[config.mk]
export PLATFORM = sky130hd
export DESIGN_NAME = alu_arbiter_flat
export DESIGN_NICKNAME = d
export VERILOG_FILES = /design/src/rtl/alu_arbiter_if.sv /design/src/rtl/alu_arbiter.sv /design/src/flat_wrapper.sv
export SDC_FILE = /design/constraint.sdc
export NUM_CORES = 1
export LEC_CHECK = 0
export BUFFER_PORTS_ARGS = -buffer_cell sky130_fd_sc_hd__buf_4
export CAP_MARGIN = 15
export CORE_ASPECT_RATIO = 2
export CORE_MARGIN = 8
export CORE_UTILIZATION = 40
export DETAILED_ROUTE_END_ITERATION = 10
export GPL_ROUTABILITY_DRIVEN = 0
export PLACE_DENSITY = 0.84
export RECOVER_POWER = 100
export SLEW_MARGIN = 20
export SYNTH_ARGS = -nofsm -noshare
export SYNTH_HDL_FRONTEND = slang
export SYNTH_SLANG_ARGS = --single-unit
export TNS_END_PERCENT = 10
[constraint.sdc]
create_clock -name clk -period 1.4 [get_ports clk]
set_input_delay 0.14 -clock clk [delete_from_list [all_inputs] [get_ports clk]]
set_output_delay 0.14 -clock clk [all_outputs]
set_load 0.02 [all_outputs]
[src/rtl/alu_arbiter_if.sv]
// Bus bundle between the ALU arbiter and its two requesters, the ALU and the response consumer.
//  req0_* / req1_* : valid/ready request channels carrying op_a, op_b, ctrl and set_flags
//  alu_*           : operands and opcode to the ALU, result and NZCV back from it
//  rsp_*           : response channel (valid/ready) with id, result and err
//  nzcv            : architectural flag register
// The slave modport is the arbiter side; master is the requester/ALU/consumer side.
interface alu_arbiter_if #(
  parameter int unsigned WIDTH = 32
);
  logic             req0_valid;
  logic             req0_ready;
  logic [WIDTH-1:0] req0_op_a;
  logic [WIDTH-1:0] req0_op_b;
  logic [3:0]       req0_ctrl;
  logic             req0_set_flags;

  logic             req1_valid;
  logic             req1_ready;
  logic [WIDTH-1:0] req1_op_a;
  logic [WIDTH-1:0] req1_op_b;
  logic [3:0]       req1_ctrl;
  logic             req1_set_flags;

  logic [WIDTH-1:0] alu_op_a;
  logic [WIDTH-1:0] alu_op_b;
  logic [3:0]       alu_ctrl;
  logic [WIDTH-1:0] alu_result;
  logic [3:0]       alu_nzcv;

  logic             rsp_valid;
  logic             rsp_ready;
  logic             rsp_id;
  logic [WIDTH-1:0] rsp_result;
  logic             rsp_err;
  logic [3:0]       nzcv;

  modport slave (
    input  req0_valid, req0_op_a, req0_op_b, req0_ctrl, req0_set_flags,
    output req0_ready,
    input  req1_valid, req1_op_a, req1_op_b, req1_ctrl, req1_set_flags,
    output req1_ready,
    output alu_op_a, alu_op_b, alu_ctrl,
    input  alu_result, alu_nzcv,
    output rsp_valid, rsp_id, rsp_result, rsp_err,
    input  rsp_ready,
    output nzcv
  );

  modport master (
    output req0_valid, req0_op_a, req0_op_b, req0_ctrl, req0_set_flags,
    input  req0_ready,
    output req1_valid, req1_op_a, req1_op_b, req1_ctrl, req1_set_flags,
    input  req1_ready,
    input  alu_op_a, alu_op_b, alu_ctrl,
    output alu_result, alu_nzcv,
    input  rsp_valid, rsp_id, rsp_result, rsp_err,
    output rsp_ready,
    input  nzcv
  );
endinterface

[src/rtl/alu_arbiter.sv]
// Shares one execute-stage ALU between two requesters (0: execute pipe, 1: address/aux unit).
// An accepted request is latched, driven to the ALU for one cycle, and its result, error flag
// and requester id are returned on a backpressured response channel. Owns the NZCV register.
//  clk, rst_n : clock (rising edge), asynchronous active-low reset
//  bus        : alu_arbiter_if slave modport (request, ALU and response channels, nzcv)
// Parameters: WIDTH operand width; RR_ENABLE 1 = round-robin, 0 = req0 fixed priority.
module alu_arbiter #(
  parameter int unsigned WIDTH     = 32,
  parameter bit          RR_ENABLE = 1'b1
) (
  input logic           clk,
  input logic           rst_n,
  alu_arbiter_if.slave  bus
);

  typedef enum logic [1:0] {
    IDLE = 2'd0,
    EXEC = 2'd1,
    RESP = 2'd2
  } state_t;

  state_t           state_q, state_d;
  logic             pick1_c, ready0_c, ready1_c, hs_c, illegal_c;
  logic [WIDTH-1:0] alu_op_a_q, alu_op_b_q, rsp_result_q;
  logic [3:0]       alu_ctrl_q, nzcv_q;
  logic             set_flags_q, id_q, last_grant_q;
  logic             rsp_valid_q, rsp_id_q, rsp_err_q;

  // Opcodes with no ALU function: 5, 6, 11-15
  always_comb begin
    illegal_c = 1'b0;
    case (alu_ctrl_q)
      4'd5, 4'd6, 4'd11, 4'd12, 4'd13, 4'd14, 4'd15: illegal_c = 1'b1;
      default: illegal_c = 1'b0;
    endcase
  end

  // Arbitration and next state; a contest goes to the requester that did not win last time
  always_comb begin
    state_d  = state_q;
    pick1_c  = 1'b0;
    ready0_c = 1'b0;
    ready1_c = 1'b0;
    if (bus.req0_valid && bus.req1_valid) pick1_c = RR_ENABLE && !last_grant_q;
    else                                  pick1_c = bus.req1_valid;
    case (state_q)
      IDLE: begin
        ready0_c = bus.req0_valid && !pick1_c;
        ready1_c = bus.req1_valid && pick1_c;
        if (ready0_c || ready1_c) state_d = EXEC;
      end
      EXEC:    state_d = RESP;
      RESP:    if (bus.rsp_ready) state_d = IDLE;
      default: state_d = IDLE;
    endcase
  end

  assign hs_c = ready0_c || ready1_c;

  // State register; ALU drive registers double as the latched request copy
  always_ff @(posedge clk or negedge rst_n) begin
    if (!rst_n) begin
      state_q      <= IDLE;
      alu_op_a_q   <= '0;
      alu_op_b_q   <= '0;
      alu_ctrl_q   <= '0;
      set_flags_q  <= 1'b0;
      id_q         <= 1'b0;
      last_grant_q <= 1'b1;
      rsp_valid_q  <= 1'b0;
      rsp_id_q     <= 1'b0;
      rsp_result_q <= '0;
      rsp_err_q    <= 1'b0;
      nzcv_q       <= '0;
    end else begin
      state_q     <= state_d;
      rsp_valid_q <= (state_d == RESP);
      case (state_q)
        IDLE: begin
          if (hs_c) begin
            alu_op_a_q   <= pick1_c ? bus.req1_op_a : bus.req0_op_a;
            alu_op_b_q   <= pick1_c ? bus.req1_op_b : bus.req0_op_b;
            alu_ctrl_q   <= pick1_c ? bus.req1_ctrl : bus.req0_ctrl;
            set_flags_q  <= pick1_c ? bus.req1_set_flags : bus.req0_set_flags;
            id_q         <= pick1_c;
            last_grant_q <= pick1_c;
          end
        end
        EXEC: begin
          alu_op_a_q   <= '0;
          alu_op_b_q   <= '0;
          alu_ctrl_q   <= '0;
          rsp_result_q <= bus.alu_result;
          rsp_id_q     <= id_q;
          rsp_err_q    <= illegal_c;
          if (set_flags_q && !illegal_c) nzcv_q <= bus.alu_nzcv;
        end
        default: ;
      endcase
    end
  end

  assign bus.req0_ready = ready0_c;
  assign bus.req1_ready = ready1_c;
  assign bus.alu_op_a   = alu_op_a_q;
  assign bus.alu_op_b   = alu_op_b_q;
  assign bus.alu_ctrl   = alu_ctrl_q;
  assign bus.rsp_valid  = rsp_valid_q;
  assign bus.rsp_id     = rsp_id_q;
  assign bus.rsp_result = rsp_result_q;
  assign bus.rsp_err    = rsp_err_q;
  assign bus.nzcv       = nzcv_q;

endmodule
[src/flat_wrapper.sv]
// flat-port wrapper written by rule: the top's interface ports become plain ports
module alu_arbiter_flat 
#(
  parameter int unsigned WIDTH     = 32,
  parameter bit          RR_ENABLE = 1'b1
)
  (clk, rst_n, bus_req0_valid, bus_req0_op_a, bus_req0_op_b, bus_req0_ctrl, bus_req0_set_flags, bus_req0_ready, bus_req1_valid, bus_req1_op_a, bus_req1_op_b, bus_req1_ctrl, bus_req1_set_flags, bus_req1_ready, bus_alu_op_a, bus_alu_op_b, bus_alu_ctrl, bus_alu_result, bus_alu_nzcv, bus_rsp_valid, bus_rsp_id, bus_rsp_result, bus_rsp_err, bus_rsp_ready, bus_nzcv);
  alu_arbiter_if #(.WIDTH(WIDTH)) bus_i ();
  input logic clk;
  input logic rst_n;
  input wire logic [$bits(bus_i.req0_valid)-1:0] bus_req0_valid;
  input wire logic [$bits(bus_i.req0_op_a)-1:0] bus_req0_op_a;
  input wire logic [$bits(bus_i.req0_op_b)-1:0] bus_req0_op_b;
  input wire logic [$bits(bus_i.req0_ctrl)-1:0] bus_req0_ctrl;
  input wire logic [$bits(bus_i.req0_set_flags)-1:0] bus_req0_set_flags;
  output wire logic [$bits(bus_i.req0_ready)-1:0] bus_req0_ready;
  input wire logic [$bits(bus_i.req1_valid)-1:0] bus_req1_valid;
  input wire logic [$bits(bus_i.req1_op_a)-1:0] bus_req1_op_a;
  input wire logic [$bits(bus_i.req1_op_b)-1:0] bus_req1_op_b;
  input wire logic [$bits(bus_i.req1_ctrl)-1:0] bus_req1_ctrl;
  input wire logic [$bits(bus_i.req1_set_flags)-1:0] bus_req1_set_flags;
  output wire logic [$bits(bus_i.req1_ready)-1:0] bus_req1_ready;
  output wire logic [$bits(bus_i.alu_op_a)-1:0] bus_alu_op_a;
  output wire logic [$bits(bus_i.alu_op_b)-1:0] bus_alu_op_b;
  output wire logic [$bits(bus_i.alu_ctrl)-1:0] bus_alu_ctrl;
  input wire logic [$bits(bus_i.alu_result)-1:0] bus_alu_result;
  input wire logic [$bits(bus_i.alu_nzcv)-1:0] bus_alu_nzcv;
  output wire logic [$bits(bus_i.rsp_valid)-1:0] bus_rsp_valid;
  output wire logic [$bits(bus_i.rsp_id)-1:0] bus_rsp_id;
  output wire logic [$bits(bus_i.rsp_result)-1:0] bus_rsp_result;
  output wire logic [$bits(bus_i.rsp_err)-1:0] bus_rsp_err;
  input wire logic [$bits(bus_i.rsp_ready)-1:0] bus_rsp_ready;
  output wire logic [$bits(bus_i.nzcv)-1:0] bus_nzcv;
  assign bus_i.req0_valid = bus_req0_valid;
  assign bus_i.req0_op_a = bus_req0_op_a;
  assign bus_i.req0_op_b = bus_req0_op_b;
  assign bus_i.req0_ctrl = bus_req0_ctrl;
  assign bus_i.req0_set_flags = bus_req0_set_flags;
  assign bus_req0_ready = bus_i.req0_ready;
  assign bus_i.req1_valid = bus_req1_valid;
  assign bus_i.req1_op_a = bus_req1_op_a;
  assign bus_i.req1_op_b = bus_req1_op_b;
  assign bus_i.req1_ctrl = bus_req1_ctrl;
  assign bus_i.req1_set_flags = bus_req1_set_flags;
  assign bus_req1_ready = bus_i.req1_ready;
  assign bus_alu_op_a = bus_i.alu_op_a;
  assign bus_alu_op_b = bus_i.alu_op_b;
  assign bus_alu_ctrl = bus_i.alu_ctrl;
  assign bus_i.alu_result = bus_alu_result;
  assign bus_i.alu_nzcv = bus_alu_nzcv;
  assign bus_rsp_valid = bus_i.rsp_valid;
  assign bus_rsp_id = bus_i.rsp_id;
  assign bus_rsp_result = bus_i.rsp_result;
  assign bus_rsp_err = bus_i.rsp_err;
  assign bus_i.rsp_ready = bus_rsp_ready;
  assign bus_nzcv = bus_i.nzcv;
  alu_arbiter #(.WIDTH(WIDTH), .RR_ENABLE(RR_ENABLE)) u_core (.clk(clk), .rst_n(rst_n), .bus(bus_i));
endmodule
==> metrics.csv, run 1 <==
stage,metric,value,unit
detailed_routing,drt_iter0_drc,107,
hold_path,min-delay-start,bus_alu_result[3],
clock_network,cts-root-buf,clkbuf_16,
cells_and_area,final_core_util,62.8,%
detailed_routing,vias,4223,
power,p_clk_share,15.3,%
timing,fin_skew,0.0161,ns
timing,finalCritPeriodShare,107,%
placed_design,port_buffers,287,
clock_network,clock_latency,0.35,ns
floorplan,initial_core_util,40.8,%
timing,worst_slack,-0.0926,ns
cells_and_area,multi_input_area,0.00207,sq mm
global_routing,overflow,0,
worst_setup_path,critPathKind,flip-flop to output pin,
logic_synthesis,synth_ff_type,dfrtp_1,
worst_setup_path,start_kind,flip-flop,
placed_design,post_dp_cell_area,0.00739,sq mm
timing,finalSetupViolations,58,
logic_synthesis,yosys.area_share.simple,2.26,%
power,leakagePower,3.53,nW
worst_setup_path,r2r-end,u_core.bus.rsp_result[9],
timing,fmax,670,MHz
hold_path,holdPathEnd,u_core.bus.rsp_result[3],
timing,final_max_slew_viol_count,0,
logic_synthesis,syn_nets,527,
power,pwr-share-comb,49.9,%
clock_network,cts_tree,yes,
timing,finalSetupTns,-1.62,ns
timing,relSlewSlack,63.5,%
worst_setup_path,endpoint_kind,output pin,
timing,tightest_slew,0.547,ns
detailed_routing,wl_per_cell,21.9,microns
clock_network,clk_path_buf_depth,2,
status,status,"finished, violations left",
logic_synthesis,synth_mux_area_share,22.2,%
power,switching_share,42.3,%
logic_synthesis,synth_top_family_by_area,multiplexers,
detailed_routing,antenna_left,0,
global_routing,grt_util_met3,5.90,%
cells_and_area,fillerInstances,1055,
logic_synthesis,synth-xor-area-share,0,%
worst_setup_path,r2r_slack,-0.06,ns
timing,fin_crit,1.49,ns
cells_and_area,drive_above_1_share,43.1,%
timing,finalHoldViolations,0,
logic_synthesis,ys_warn_count,0,
global_routing,gr-usage-all-layers,20.2,%
floorplan,fp.dieW,94.4,microns
worst_setup_path,reg2reg_depth,4,
status,violations,setup timing,
detailed_routing,drt_wl_total,17700,microns
floorplan,core,0.0121,sq mm
clock_network,htree_levels,3,
worst_setup_path,arrival,1.35,ns
clock_network,cts_sinks,112,
logic_synthesis,synth_compound_area_share,14.6,%
logic_synthesis,synth_seq_cells,112,
power,p_sw,0.00688,W
power,peakVddDrop,1490,uV
clock_network,cts_buffers,9,
logic_synthesis,synth_edf_count,0,
power,total_power,0.0163,W
global_routing,grt_pass1_vias,4695,
clock_network,clkTransAtPathRegs,0.08,ns
power,p_int,0.00938,W
worst_setup_path,crit_fanout,3,
detailed_routing,vias_per_cell,5.23,
logic_synthesis,synth-seq-area-share,57.0,%
placed_design,dp_hpwl,13500,microns
global_routing,grt-busiest-layer,met2,
logic_synthesis,async_reset_ff_share,100,%
cells_and_area,area_growth,53.9,%
worst_setup_path,required,1.26,ns
power,seqPwrFrac,34.8,%
timing,rsz0062_at_grt,true,
placed_design,dpl_worst_slack,-0.0389,ns
cells_and_area,regArea,0.00281,sq mm
flow_run,drv_cap,0,
cells_and_area,postLayoutCellArea,0.00757,sq mm
worst_setup_path,r2r_start,u_core.state_q[1],
logic_synthesis,synthAdderAreaFrac,0,%
logic_synthesis,syn_area_per_cell,14.1,sq um
logic_synthesis,synth.cell_area,0.00492,sq mm
hold_path,hold_class,primary input to flip-flop,
hold_path,whs_path_depth,2,
detailed_routing,remaining_drc_errors,0,
floorplan,rows,57,
global_routing,antenna_found_initial,0,
power,powerDensity,2150,mW/mm^2
global_routing,use_met1,20.2,%
floorplan,dieArea,0.0163,sq mm
floorplan,die_h,173,microns
global_routing,grt_pass1_wl,25700,microns
logic_synthesis,synth_cell_types,30,
cells_and_area,layout.nets,835,
floorplan,io_pins,288,
global_routing,grt_max_degree,60,
detailed_routing,firstDrtPassIters,4,
cells_and_area,diodes,0,
logic_synthesis,syn_inst,348,
global_routing,met2_usage,36.5,%
## metrics by stage
| stage | std cells | hold slack [ns] |
|---|---|---|
| after global placement | 780 | -0.0182 |
| after CTS | 803 | 0.00972 |
| after floorplan | 348 | -0.156 |
| final | 808 | 0.0253 |
| after detailed placement | 780 | -0.0162 |
| after global routing | 808 | 0.00822 |
## area by class of cell
type	instances	area share, %
clock buffer	11	3.21
clock inverter	5	0.644
inverter	1	0.0496
multi-input combinational	208	27.4
sequential	112	37.1
tap	147	2.43
timing repair buffer	324	29.2
## placed cells by master, fill, tap and decap left out, drive strengths merged, types with 3 or more instances in the layout
master,netlist,layout
nand3,4,4
dfrtp,111,111
or2,4,4
o211ai,4,4
mux2i,68,68
mux2,36,36
inv,1,3
clkinv,0,3
clkbuf,8,121
nand2,5,5
o2111ai,4,4
buf,19,213
o2bb2ai,68,68
## cells in the mapped netlist, drive strengths merged (2+ instances only)
cell type / n / share of area, %
nor2: 2 / 0.15
buf: 19 / 3.3
nand3b: 2 / 0.31
mux2: 36 / 8.3
dfrtp: 111 / 56
o2111ai: 4 / 0.71
clkbuf: 8 / 0.61
nand3: 4 / 0.41
or2: 4 / 0.51
o211ai: 4 / 0.61
mux2i: 68 / 14
o2bb2ai: 68 / 12
nand2: 5 / 0.38
## worst max-delay path, stage by stage (launching register included)
cell      delay (ns)
dfstp_2         0.56
a21boi_4        0.07
buf_12          0.13
and2_4          0.14
buf_6           0.12
## state kept, by name (all words and copies together) (netlist names)
signal and cells:
u_core.bus.alu_ctrl 4, u_core.bus.alu_op_a 32, u_core.bus.alu_op_b 32, u_core.bus.nzcv 4, u_core.bus.rsp_err 1, u_core.bus.rsp_id 1, u_core.bus.rsp_result 32, u_core.bus.rsp_valid 1
u_core.id_q 1, u_core.last_grant_q 1, u_core.set_flags_q 1, u_core.state_q 2
## power groups by stage
stage / clock [W] / sequential [W] / combinational (W)
global placement: 0 / 0.00561 / 0.00825
floorplan: 0 / 0.00720 / 0.00295
CTS: 0.00257 / 0.00565 / 0.00871
detailed placement: 0 / 0.00568 / 0.00852
global route: 0.00270 / 0.00582 / 0.00861
finish: 0.00249 / 0.00566 / 0.00810
## per-layer routing
metal | vias to the layer above | routed length [microns]
met2 | 183 | 9750
li1 | 1943 | -
met5 | - | 0
met3 | 31 | 1290
met1 | 2066 | 6160
met4 | 0 | 534
## timing repair
action / 4_1_cts / 5_1_grt
setup endpoints to repair: 16 / 104
hold buffers: 1 / 0
resized for setup: 12 / 38
buffers inserted: 6 / 0
hold endpoints to repair: 111 / 0
gates cloned: 0 / 5
pin swaps: 6 / 14
## how the worst max path moves through the flow
stage	from	to	depth (start not counted)
floorplan	u_core.last_grant_q	u_core.id_q	5
global placement	u_core.last_grant_q	u_core.bus.alu_op_a[28]	5
detailed placement	u_core.last_grant_q	u_core.bus.alu_op_a[26]	5
CTS	u_core.last_grant_q	bus_req1_ready	4
global route	u_core.last_grant_q	bus_req1_ready	4
finish	u_core.last_grant_q	bus_req1_ready	4
## logic make-up (layout without fill, tap and decap cells)
group                  Yosys count  after routing
flip-flops                     112            112
multiplexers                   104            104
AO/OA/AOI/OAI                   83             83
buffers and inverters           28            341
AND/OR/NAND/NOR                 21             21
Power figures use the tool's default switching activity.
==> run 2: changes to the inputs <==
- PLACE_DENSITY: 0.84 -> 0.83
==> run 2 against run 1 <==
Compared with the run above: the flow still finishes with violations (setup timing); worst hold slack improved by 0.00066 ns; sequential power is 1% lower; clock skew decreased by 0.0079 ns; maximum frequency is 1.2% higher; wire length decreased by 4.3%; critical path depth unchanged; sequential cell count stayed put; sequential share of layout area up 1.6 points; highest routed layer unchanged.
==> metrics.csv, run 2 (synthesis gave the netlist of run 1 again) <==
stage,metric,value,unit,change
worst_setup_path,crit_fanout,34,,+31
cells_and_area,fillerInstances,1075,,+1.9%
placed_design,dp_hpwl,13300,microns,-2.1%
clock_network,cts_sinks,112,,unchanged
worst_setup_path,cp_num_buf_inv,1,,-1
floorplan,die_h,173,microns,unchanged
worst_setup_path,crit_path_top_delay_cell,dfstp_2,,
status,status,"finished, violations left",,
timing,fin_crit,1.48,ns,-0.0176 ns
worst_setup_path,start_kind,flip-flop,,
timing,final_max_slew_viol_count,0,,unchanged
global_routing,gr-usage-all-layers,20.2,%,about the same
floorplan,dieArea,0.0163,sq mm,unchanged
cells_and_area,postLayoutCellArea,0.00725,sq mm,-4.2%
timing,rsz0062_at_grt,true,,
clock_network,htree_levels,3,,unchanged
cells_and_area,diodes,0,,unchanged
worst_setup_path,critPathTopFamily,flip-flops,,
cells_and_area,final_common_cell,buf_4,,
clock_network,clk_path_buf_depth,2,,unchanged
floorplan,io_pins,288,,unchanged
timing,fmax,678,MHz,+1.2%
clock_network,cts-root-buf,clkbuf_16,,
timing,hold_slack,0.0260,ns,+0.000662 ns
global_routing,grt_pass1_wl,25600,microns,-0.51%
floorplan,initial_core_util,40.8,%,unchanged
timing,tightest_slew,0.830,ns,+0.283 ns
detailed_routing,vias_per_cell,5.24,,+0.30%
detailed_routing,vias,4157,,-1.6%
power,powerDensity,2120,mW/mm^2,-1.3%
timing,fin_skew,0.00829,ns,-0.00786 ns
worst_setup_path,critPathKind,flip-flop to flip-flop,,
status,violations,setup timing,,
global_routing,overflow,0,,unchanged
global_routing,grt_max_degree,69,,+15%
cells_and_area,drive_above_1_share,40.9,%,-2.2 points
timing,finalHoldViolations,0,,unchanged
global_routing,grt_pass1_vias,4601,,-2.0%
timing,worst_slack,-0.0750,ns,+0.0176 ns
detailed_routing,remaining_drc_errors,0,,unchanged
floorplan,fp.dieW,94.4,microns,unchanged
global_routing,antenna_found_initial,0,,unchanged
worst_setup_path,crit_chain,a21boi_4 > buf_12 > mux2i_1 > o2bb2ai_2,,
detailed_routing,drt_wl_total,17000,microns,-4.3%
hold_path,hold_class,primary input to flip-flop,,
placed_design,post_dp_cell_area,0.00729,sq mm,-1.3%
clock_network,cts_tree,yes,,
detailed_routing,wl_per_cell,21.4,microns,-2.5%
detailed_routing,drt_iter0_drc,148,,+38%
clock_network,clock_latency,0.34,ns,about the same
flow_run,drv_cap,0,,unchanged
power,peakVddDrop,1170,uV,-22%
floorplan,core,0.0121,sq mm,unchanged
cells_and_area,layout_common_cells,"buf_4 (190), dfrtp_1 (110), clkbuf_1 (108), mux2i_1 (67), o2bb2ai_1 (67)",,
worst_setup_path,required,1.62,ns,+0.36 ns
detailed_routing,antenna_left,0,,unchanged
timing,relSlewSlack,44.7,%,-19 points
detailed_routing,firstDrtPassIters,4,,unchanged
cells_and_area,area_growth,47.4,%,
worst_setup_path,arrival,1.69,ns,+0.34 ns
clock_network,cts_buffers,9,,unchanged
clock_network,clkTransAtPathRegs,0.08,ns,about the same
worst_setup_path,max_stage_delay,0.39,ns,-0.17 ns
floorplan,rows,57,,unchanged
power,leakagePower,3.32,nW,-5.8%
placed_design,port_buffers,287,,unchanged
worst_setup_path,endpoint_kind,flip-flop,,
timing,finalCritPeriodShare,105,%,-1.3 points
cells_and_area,layout.nets,820,,-1.8%
timing,finalSetupViolations,57,,-1.7%
-- run 2: cell type report --
type                            instances  area [sq um]  share of cell area, %
Clock buffer                           10           239                   3.30
Clock inverter                          6          50.0                  0.690
Inverter                                1          3.75                 0.0518
Multi-Input combinational cell        208          1960                   27.0
Sequential cell                       112          2810                   38.7
Tap cell                              147           184                   2.54
Timing Repair Buffer                  309          2010                   27.7
-- run 2: final timing paths --
| check | startpoint | end | slack, ns | cells after the start |
|---|---|---|---|---|
| worst max-delay path | u_core.last_grant_q | u_core.bus.alu_op_b[11] | -0.08 | 4 |
| worst min-delay path | bus_alu_result[12] | u_core.bus.rsp_result[12] | 0.03 | 2 |
| worst max register to register | u_core.last_grant_q | u_core.bus.alu_op_b[11] | -0.08 | 4 |
| worst min register to register | u_core.bus.alu_op_a[15] | u_core.bus.alu_op_a[15] | 0.49 | 1 |
| max in group asynchronous | rst_n | u_core.state_q[1] | 0.19 | 3 |
| min in group asynchronous | rst_n | u_core.bus.alu_op_b[14] | 0.56 | 3 |
-- run 2: power breakdown --
part           switching (W)  total, W  internal (W)
registers           0.000877   0.00558       0.00470
clock network        0.00120   0.00249       0.00129
logic                0.00447   0.00728       0.00282
total                0.00655    0.0154       0.00881
-- run 2: repair_timing --
item / in CTS / in global routing
gates resized for setup: 1 / 4
hold endpoints to repair: 111 / 0
hold buffers: 1 / 0
buffers inserted: 4 / 3
gates cloned: 0 / 2
pin swaps: 15 / 6
endpoints found under the setup margin: 28 / 84
-- run 2: stage by stage --
step / total power, W / instances / setup WS, ns / setup TNS, ns / utilization [%]
global route: 0.0162 / 793 / -0.120 / -5.21 / 60.2
detailed placement: 0.0140 / 767 / -0.0796 / -0.581 / 60.5
CTS: 0.0167 / 788 / -0.0965 / -0.443 / 63.2
finish: 0.0154 / 793 / -0.0750 / -1.01 / 60.2
global placement: 0.0137 / 767 / -0.0264 / -0.0264 / 60.5
floorplan: 0.0102 / 348 / 0.0324 / 0 / -
-- run 2: layer usage --
metal  GRT usage, %  up-vias  wire (microns)
met4           7.73        0             443
met2           36.8      198            9460
met1           20.0     2021            5680
li1               -     1908               -
met3           6.55       30            1380
met5              0        -               0
==> run 3: changes to the inputs <==
- PLACE_DENSITY: 0.83 -> 0.77
==> run 3 against run 2 <==
Compared with the run above: the flow still finishes with violations (setup timing); critical path depth unchanged; clock skew barely moved; critical path type is now flip-flop to output pin; highest routed layer unchanged; setup slack lost 0.029 ns; sequential share of layout area shrank 1.3 points; critical endpoint is now bus_req1_ready.
==> metrics.csv, run 3 (synthesis gave the netlist of run 1 again) <==
stage,metric,value,unit,change
detailed_routing,firstDrtPassIters,4,,unchanged
worst_setup_path,endpoint_kind,output pin,,
power,powerDensity,2120,mW/mm^2,about the same
timing,finalCritPeriodShare,107,%,+2.0 points
detailed_routing,antenna_left,0,,unchanged
worst_setup_path,arrival,1.36,ns,-0.33 ns
timing,finalSetupTns,-1.57,ns,-0.555 ns
clock_network,cts-root-buf,clkbuf_16,,
timing,fmax,665,MHz,-1.9%
status,status,"finished, violations left",,
power,peakVddDrop,1400,uV,+20%
worst_setup_path,required,1.26,ns,-0.36 ns
global_routing,overflow,0,,unchanged
detailed_routing,drt_wl_total,17500,microns,+3.2%
global_routing,grt_pass1_vias,4766,,+3.6%
detailed_routing,remaining_drc_errors,0,,unchanged
hold_path,hold_class,primary input to flip-flop,,
global_routing,grt_pass1_wl,26300,microns,+3.0%
global_routing,antenna_found_initial,3,,+3
cells_and_area,final_common_cell,buf_4,,
timing,worst_slack,-0.104,ns,-0.0285 ns
placed_design,dp_hpwl,13600,microns,+2.7%
worst_setup_path,crit_fanout,3,,-91%
clock_network,htree_levels,3,,unchanged
floorplan,dieArea,0.0163,sq mm,unchanged
floorplan,io_pins,288,,unchanged
cells_and_area,postLayoutCellArea,0.00751,sq mm,+3.5%
worst_setup_path,critPathKind,flip-flop to output pin,,
timing,fin_skew,0.00786,ns,-0.000424 ns
clock_network,clk_path_buf_depth,2,,unchanged
cells_and_area,layout.nets,831,,+1.3%
cells_and_area,drive_above_1_share,42.5,%,+1.6 points
detailed_routing,drt_iter0_drc,94,,-36%
cells_and_area,layout_common_cells,"buf_4 (183), dfrtp_1 (109), clkbuf_1 (108), o2bb2ai_1 (68), mux2i_1 (63)",,
power,leakagePower,3.44,nW,+3.5%
floorplan,initial_core_util,40.8,%,unchanged
cells_and_area,area_growth,52.6,%,
floorplan,die_h,173,microns,unchanged
worst_setup_path,crit_chain,a21boi_4 > buf_12 > and2_4 > buf_6,,
floorplan,core,0.0121,sq mm,unchanged
clock_network,cts_sinks,112,,unchanged
worst_setup_path,start_kind,flip-flop,,
global_routing,grt_util_met3,6.68,%,+0.13 points
clock_network,cts_buffers,9,,unchanged
floorplan,rows,57,,unchanged
clock_network,clkTransAtPathRegs,0.07,ns,about the same
global_routing,grt-busiest-layer,met2,,
clock_network,cts_tree,yes,,
timing,finalHoldViolations,0,,unchanged
timing,finalSetupViolations,58,,+1.8%
timing,tightest_slew,0.839,ns,+0.00856 ns
flow_run,drv_cap,0,,unchanged
global_routing,use_met1,20.2,%,+0.18 points
detailed_routing,vias_per_cell,5.23,,-0.22%
detailed_routing,vias,4221,,+1.5%
clock_network,clock_latency,0.34,ns,about the same
timing,final_max_slew_viol_count,0,,unchanged
floorplan,fp.dieW,94.4,microns,unchanged
worst_setup_path,critPathTopFamily,flip-flops,,
worst_setup_path,max_stage_delay,0.56,ns,+0.17 ns
worst_setup_path,crit_path_top_delay_cell,dfstp_2,,
global_routing,gr-usage-all-layers,20.8,%,+0.60 points
timing,fin_crit,1.50,ns,+0.0285 ns
detailed_routing,wl_per_cell,21.7,microns,+1.4%
placed_design,port_buffers,287,,unchanged
timing,relSlewSlack,44.1,%,-0.57 points
worst_setup_path,cp_num_buf_inv,2,,+1
global_routing,met2_usage,37.7,%,+0.90 points
placed_design,post_dp_cell_area,0.00736,sq mm,+0.93%
worst_setup_path,r2r_slack,-0.06,ns,+0.02 ns
global_routing,grt_max_degree,63,,-8.7%
status,violations,setup timing,,
timing,rsz0062_at_grt,true,,
==> run 3: changes by cell type in the layout (fill, tap and decap cells not counted), sizes merged <==
cell	before	now
clkinvlp	1	2
diode	0	3
clkbuf	122	125
buf	196	203
clkinv	1	0
bufinv	0	1
==> run 3: stage by stage <==
| step | util [%] | hold slack [ns] | cells | setup slack (ns) | power (W) |
|---|---|---|---|---|---|
| after detailed placement | 61.0 | 0.170 | 776 | -0.0135 | 0.0142 |
| after floorplan | - | -0.156 | 348 | 0.0324 | 0.0102 |
| after global placement | 61.0 | 0.161 | 776 | 0.00748 | 0.0139 |
| final | 62.3 | 0.0146 | 807 | -0.104 | 0.0159 |
| after global routing | 62.3 | 0.00809 | 807 | -0.151 | 0.0168 |
| after CTS | 64.6 | 0.00228 | 799 | -0.120 | 0.0171 |
==> run 3: power by group <==
group	switching [W]	leakage (nW)	total [W]	internal, W
Clock	0.00124	0.147	0.00266	0.00143
Sequential	0.000906	1.39	0.00561	0.00471
Combinational	0.00456	1.91	0.00763	0.00307
==> run 3: layout make-up <==
class / count / area (sq um)
inverters: 1 / 3.75
well taps: 147 / 184
clock buffers: 9 / 225
multi-input cells: 208 / 1970
repair buffers: 320 / 2230
flip-flops and latches: 112 / 2810
clock inverters: 7 / 85.1
diodes: 3 / 7.51
fillers: 1043 / 4550
==> run 3: worst paths after layout <==
| kind | startpoint | to | cells after the start |
|---|---|---|---|
| worst max-delay path | u_core.last_grant_q | bus_req1_ready | 4 |
| worst min-delay path | bus_req0_valid | u_core.last_grant_q | 2 |
| worst max register to register | u_core.last_grant_q | u_core.bus.alu_op_a[16] | 6 |
| worst min register to register | u_core.id_q | u_core.id_q | 1 |
| max in group asynchronous | rst_n | u_core.state_q[1] | 3 |
| min in group asynchronous | rst_n | u_core.bus.alu_op_b[14] | 3 |
==> run 3: metal layers <==
metal | share of wire [%] | up-vias
li1 | - | 1931
met3 | 8.2 | 35
met4 | 3.5 | 0
met1 | 32 | 2062
met5 | 0 | -
met2 | 56 | 193
==> run 3: worst register-to-register path: stages, from the launching register on <==
cell and delay [ns]:
dfstp_2 0.56, a21boi_4 0.07, buf_6 0.14, clkbuf_16 0.16
clkbuf_16 0.17, mux2i_1 0.17, o2bb2ai_1 0.08
==> run 3: what timing repair did <==
item                                   4_1_cts  5_1_grt
endpoints found under the hold margin      111        0
setup buffers                                5        1
setup endpoints to repair                    5      105
gates cloned                                 1        4
hold buffers                                 1        0
resized for setup                           11       17
pin swaps                                    7       39
